## config.mk

```make
export PLATFORM = sky130hd
export DESIGN_NAME = dot_ram_write_arbiter
export DESIGN_NICKNAME = d
export VERILOG_FILES = /design/src/rtl/dot_pkg.sv /design/src/rtl/dot_fill_engine.sv /design/src/rtl/dot_ram_write_arbiter.sv
export SDC_FILE = /design/constraint.sdc
export NUM_CORES = 1
export LEC_CHECK = 0
export ABC_CLOCK_PERIOD_IN_PS = 2250
export CORE_AREA = 2 2 80 82
export DETAILED_ROUTE_END_ITERATION = 16
export DIE_AREA = 0 0 82 84
export GPL_TIMING_DRIVEN = 0
export PLACE_DENSITY_LB_ADDON = 0.25
export SYNTH_ARGS = -nofsm -noshare
export SYNTH_HDL_FRONTEND = slang
export SYNTH_SLANG_ARGS = --single-unit
```

## constraint.sdc

```tcl
create_clock -name clk -period 2.25 [get_ports clk]
set_clock_uncertainty 0.1 [all_clocks]
set_input_delay 0.45 -clock clk [delete_from_list [all_inputs] [get_ports clk]]
set_output_delay 0.45 -clock clk [all_outputs]
set_load 0.02 [all_outputs]
```

## src/rtl/dot_pkg.sv

```systemverilog
// Shared constants and types for the dot-matrix pixel RAM write path.
// Pixel word layout is {1'b0, R[4:0], G[4:0], B[4:0]}.
package dot_pkg;

  localparam int ADDR_W  = 6;
  localparam int PIX_W   = 16;
  localparam int NUM_PIX = 64;

  localparam int PIX_B_LSB = 0;
  localparam int PIX_G_LSB = 5;
  localparam int PIX_R_LSB = 10;

  typedef enum logic [1:0] {
    IDLE = 2'd0,
    OPEN = 2'd1,
    FILL = 2'd2
  } state_t;

endpackage

```

## src/rtl/dot_fill_engine.sv

```systemverilog
// Full-frame fill engine: captures the fill value, walks addresses 0..63 while
// allowed to advance, and reports busy/done to the arbiter.
module dot_fill_engine
  import dot_pkg::*;
(
  input  logic              clk,
  input  logic              rst_n,
  input  logic              i_start,
  input  logic [PIX_W-1:0]  i_pixels,
  input  logic              i_advance,
  input  logic              i_pause,
  output logic              o_busy,
  output logic              o_done,
  output logic              o_end,
  output logic              o_wr,
  output logic [ADDR_W-1:0] o_addr,
  output logic [PIX_W-1:0]  o_pixels
);

  // One extra bit so the end of the frame is seen as 64 instead of wrapping to 0.
  logic [ADDR_W:0]    r_cnt;
  logic               r_busy;
  logic               r_done;
  logic [PIX_W-1:0]   r_pix;
  logic               w_end;
  logic               w_wr;

  assign w_end    = r_busy && (r_cnt == (ADDR_W+1)'(NUM_PIX));
  assign w_wr     = r_busy && i_advance && !i_pause && !r_cnt[ADDR_W];

  assign o_busy   = r_busy;
  assign o_done   = r_done;
  assign o_end    = w_end;
  assign o_wr     = w_wr;
  assign o_addr   = r_cnt[ADDR_W-1:0];
  assign o_pixels = r_pix;

  always_ff @(posedge clk) begin
    if (!rst_n) begin
      r_cnt  <= '0;
      r_busy <= 1'b0;
      r_done <= 1'b0;
      r_pix  <= '0;
    end else begin
      r_done <= w_end;
      if (!r_busy && i_start) begin
        r_busy <= 1'b1;
        r_cnt  <= '0;
        r_pix  <= i_pixels;
      end else if (w_end) begin
        r_busy <= 1'b0;
      end else if (w_wr) begin
        r_cnt <= r_cnt + (ADDR_W+1)'(1);
      end
    end
  end

endmodule

```

## src/rtl/dot_ram_write_arbiter.sv

```systemverilog
// Write-port owner for the 64x16 pixel RAM: round-robin between two requesters
// and the fill engine, writing only in the idle window between scans.
module dot_ram_write_arbiter
  import dot_pkg::*;
#(
  parameter int MAX_WR = 16
) (
  input  logic              clk,
  input  logic              rst_n,
  input  logic              scan_en,
  input  logic              scan_done,
  input  logic              req0,
  input  logic [ADDR_W-1:0] addr0,
  input  logic [PIX_W-1:0]  data0,
  output logic              ack0,
  input  logic              req1,
  input  logic [ADDR_W-1:0] addr1,
  input  logic [PIX_W-1:0]  data1,
  output logic              ack1,
  input  logic              fill_start,
  input  logic [PIX_W-1:0]  fill_pixels,
  output logic              fill_busy,
  output logic              fill_done,
  output logic              win_open,
  output logic              ram_wr_en,
  output logic [ADDR_W-1:0] ram_wr_addr,
  output logic [PIX_W-1:0]  ram_wr_pixels,
  output state_t            dbg_state
);

  localparam int BW = $clog2(MAX_WR + 1);

  // Requester handshake: req/addr/data are held until the registered ack
  // pulse; a req still high during the ack cycle is a fresh request.
  state_t             r_state;
  state_t             w_state_nxt;
  logic               r_win_open;
  logic               r_prio;
  logic [BW-1:0]      r_budget;
  logic               r_ack0;
  logic               r_ack1;
  logic               r_wr_en;
  logic [ADDR_W-1:0]  r_wr_addr;
  logic [PIX_W-1:0]   r_wr_pix;

  logic               w_open_evt;
  logic               w_can_grant;
  logic               w_gnt0;
  logic               w_gnt1;
  logic               w_fill_accept;
  logic               w_fill_busy;
  logic               w_fill_done;
  logic               w_fill_end;
  logic               w_fill_wr;
  logic               w_fill_adv;
  logic [ADDR_W-1:0]  w_fill_addr;
  logic [PIX_W-1:0]   w_fill_pix;

  assign w_open_evt    = scan_done && !scan_en && !r_win_open;
  assign w_fill_accept = fill_start && !w_fill_busy;
  assign w_fill_adv    = (r_state == FILL) && r_win_open;

  // scan_en in the decision cycle suppresses the grant; r_prio=1 favours req1.
  assign w_can_grant = (r_state == OPEN) && r_win_open && !scan_en &&
                       (r_budget < BW'(MAX_WR));
  assign w_gnt0 = w_can_grant && req0 && (!req1 || !r_prio);
  assign w_gnt1 = w_can_grant && req1 && (!req0 || r_prio);

  dot_fill_engine u_fill (
    .clk      (clk),
    .rst_n    (rst_n),
    .i_start  (fill_start),
    .i_pixels (fill_pixels),
    .i_advance(w_fill_adv),
    .i_pause  (scan_en),
    .o_busy   (w_fill_busy),
    .o_done   (w_fill_done),
    .o_end    (w_fill_end),
    .o_wr     (w_fill_wr),
    .o_addr   (w_fill_addr),
    .o_pixels (w_fill_pix)
  );

  always_comb begin
    w_state_nxt = r_state;
    case (r_state)
      IDLE: if (w_open_evt) w_state_nxt = (w_fill_busy || w_fill_accept) ? FILL : OPEN;
      OPEN: begin
        if (scan_en)            w_state_nxt = IDLE;
        else if (w_fill_accept) w_state_nxt = FILL;
      end
      FILL: begin
        if (scan_en)                        w_state_nxt = IDLE;
        else if (w_fill_end || !w_fill_busy) w_state_nxt = OPEN;
      end
      default: w_state_nxt = IDLE;
    endcase
  end

  always_ff @(posedge clk) begin
    if (!rst_n) begin
      r_state    <= IDLE;
      r_win_open <= 1'b0;
      r_prio     <= 1'b0;
      r_budget   <= '0;
      r_ack0     <= 1'b0;
      r_ack1     <= 1'b0;
      r_wr_en    <= 1'b0;
      r_wr_addr  <= '0;
      r_wr_pix   <= '0;
    end else begin
      r_state <= w_state_nxt;
      if (scan_en)        r_win_open <= 1'b0;
      else if (scan_done) r_win_open <= 1'b1;
      if (w_open_evt)           r_budget <= '0;
      else if (w_gnt0 || w_gnt1) r_budget <= r_budget + BW'(1);
      if (w_gnt0)      r_prio <= 1'b1;
      else if (w_gnt1) r_prio <= 1'b0;
      r_ack0  <= w_gnt0;
      r_ack1  <= w_gnt1;
      r_wr_en <= w_gnt0 || w_gnt1 || w_fill_wr;
      if (w_fill_wr) begin
        r_wr_addr <= w_fill_addr;
        r_wr_pix  <= w_fill_pix;
      end else if (w_gnt0) begin
        r_wr_addr <= addr0;
        r_wr_pix  <= data0;
      end else if (w_gnt1) begin
        r_wr_addr <= addr1;
        r_wr_pix  <= data1;
      end
    end
  end

  assign ack0          = r_ack0;
  assign ack1          = r_ack1;
  assign fill_busy     = w_fill_busy;
  assign fill_done     = w_fill_done;
  assign win_open      = r_win_open;
  assign ram_wr_en     = r_wr_en;
  assign ram_wr_addr   = r_wr_addr;
  assign ram_wr_pixels = r_wr_pix;
  assign dbg_state     = r_state;

endmodule

```

==> out/qor.txt <==
Mean Syn Cell Area: 9.06 um^2
Synthesized area: 2590 um^2
Crit path setup slack, layout: 102 ps
Worst slew margin: 61.5%
Initial core utilization: 42.5%
Period minus WS final: 2150 ps
Pin count of the biggest net entering global routing: 11
Final period util: 95.5%
Max-slew violations: 0
CTS clk-pin slew, worst paths: 70 ps
Max frequency: 466 MHz
Post-route DRC: 0
Vias per inst: 5.48
Area Growth Syn to Fin: 48.0%
Post-synth top flop: dfxtp_1
I/O Buffers: 94
Root buf cell: clkbuf_8
Initial antenna violation count: 0
Yosys top cell area share: 45.6%
Setup violations, final: 0
Setup WS pre-CTS: -278 ps
Asr flop ratio synth: 0%
Critical path class: in -> reg
Seq/Total Area, Yosys: 45.6%
Core area: 6100 um^2
Largest area contributor in the netlist: dfxtp_1
Clock sink count: 59
DP Wirelength: 5.43 mm
First-pass GRT wire length: 12.0 mm
CP Capture Type: flop
Die X: 82 um
Syn Nets: 356
Status: complete, no violations
Vias in the first global route: 2,487
Max Cap Violations: 0
Drt total wl: 7.73 mm
Ranking of synthesized cells by area: dfxtp_1 (46%), a221o_1 (8.1%), a32oi_1 (7.4%), nor2_1 (5.8%), nand2_1 (5.7%)
CTS tree: done
CTS buffer count: 9
CP required: 2370 ps
GRT Util Overall: 22.9%
Peak supply drop: 0.000445 V
Router iterations before antenna repair: 4
Die area: 6890 um^2
Final nets: 461
DR WL/cell: 16.4 um
Distinct cells, synth: 44
Final Hold Vio Count: 0
Synth cell count leaders: dfxtp_1 (59), nor2_1 (40), nand2_1 (39)
DR iter-0 viols: 133
Worst min-delay path class: in -> reg
CTS max path bufs: 2
# diodes: 0
Worst-Skew Late Latency: 340 ps
Grt ovf: 0
Vias: 2,592
Cell leakage power: 1.39 nW
Yosys warns: 0
Post-CTS setup buffer count: 0
Least-Margin Pin Slew: 578 ps
Crit start category: input pin
EDFF count, synth: 0
Most numerous cell in the Yosys netlist: dfxtp_1
Post-route ant nets: 0
Row cnt: 29
Syn Inst Count: 286
Reg2reg setup slack: 350 ps
Die height: 84 um
Worst Path Arrival: 2270 ps
RSZ-0062 raised after global routing: false
PD cells: 614 nW/um^2
WHS: 264 ps
# H-tree levels: 3
RD Place Congestion: 0.827
CP Max Fanout: 10
Post-synthesis register bit count: 59
Ports: 97
Share of cells above drive strength 1: 7.83%
cells in the final DEF, fill, tap and decap left out, types with 2 or more instances in the layout:
cell type        netlist  routed
nand3_1                5       5
a21oi_1               20      20
nand2_1               39      39
clkbuf_1              16      13
nor3_4                 2       2
clkbuf_8               0      11
a221o_1               21      21
buf_6                  5       5
nand4_1                3       3
nor3b_1                2       2
clkinv_2               0       2
nor2_1                40      40
and3_1                 4       4
ha_1                   3       3
buf_1                  0       2
dfxtp_1               59      59
a32oi_1               22      22
clkdlybuf4s50_1        0      94
nand2b_1               2       2
xnor2_1                5       5
o21ai_0                3       3
clkbuf_2               0       2
nor2b_1                3       3
inv_1                  5       5
xor2_1                 3       3
layout make-up:
cell class / instances / area (um^2)
fill: 538 / 2260
multi-input combinational: 200 / 1270
sequential: 59 / 1180
timing repair buffer: 94 / 941
clock buffer: 12 / 155
buffer: 22 / 126
tap: 77 / 96.3
clock inverter: 4 / 48.8
inverter: 5 / 18.8
state kept, by name, indices dropped and copies added, names as in the netlist:
| name | flops |
|---|---|
| u_fill.o_busy | 1 |
| win_open | 1 |
| r_prio | 1 |
| ack0 | 1 |
| dbg_state | 2 |
| ram_wr_en | 1 |
| u_fill.r_cnt | 7 |
| ack1 | 1 |
| ram_wr_addr | 6 |
| r_budget | 5 |
| u_fill.o_done | 1 |
| ram_wr_pixels | 16 |
| u_fill.o_pixels | 16 |
kinds of logic (layout without fill, tap and decap cells):
kind of cell / count (synthesis) / in the layout / synth area share, %
buf+inv: 27 / 137 / 5.51
xor+xnor: 8 / 8 / 2.71
flops: 59 / 59 / 45.6
fa+ha+maj: 3 / 3 / 1.45
mux: 2 / 2 / 0.821
compound gates: 72 / 72 / 21.9
simple gates: 115 / 115 / 22.0
critical path, cell delays in order:
cell and delay [ps]:
clkdlybuf4s50_1 570, and4bb_1 250, buf_6 130, and3_1 190
buf_1 250, a221o_1 420
worst paths after layout:
kind                      start                  to  cells past startpoint
max                     scan_en    ram_wr_pixels[4]                      6
min                       rst_n      ram_wr_addr[2]                      2
max reg2reg        dbg_state[0]    ram_wr_pixels[4]                      5
min reg2reg  u_fill.o_pixels[4]  u_fill.o_pixels[4]                      2
power by group:
group | internal, mW | total (mW) | switching (mW)
clock | 0.570 | 0.994 | 0.424
combinational | 0.155 | 0.278 | 0.123
sequential | 1.07 | 1.08 | 0.0153
total | 1.79 | 2.35 | 0.562
routing by layer:
layer  global-route usage, %  vias to the layer above  wire length, um
met3                    4.00                       10              514
li1                        -                     1263                -
met5                       0                        -                0
met2                    37.5                       85             3730
met4                    7.73                        0              114
met1                    29.9                     1234             3370
repair_timing:
item                       CTS  global route
setup endpoints to repair    0             8
gates resized for setup      0             6
hold buffers                 0             0
metrics by stage:
step	cell area [um^2]	cells	util, %	power [mW]	TNS, ps
5_1_grt	3830	473	62.9	2.42	0
4_1_cts	3830	473	62.8	2.36	0
6_report	3830	473	62.9	2.35	0
3_3_place_gp	3630	457	59.5	1.37	-5970
2_1_floorplan	2590	286	-	1.21	0
3_5_place_dp	3630	457	59.5	1.38	-6330
No activity file was read; power rests on OpenSTA's default activity.
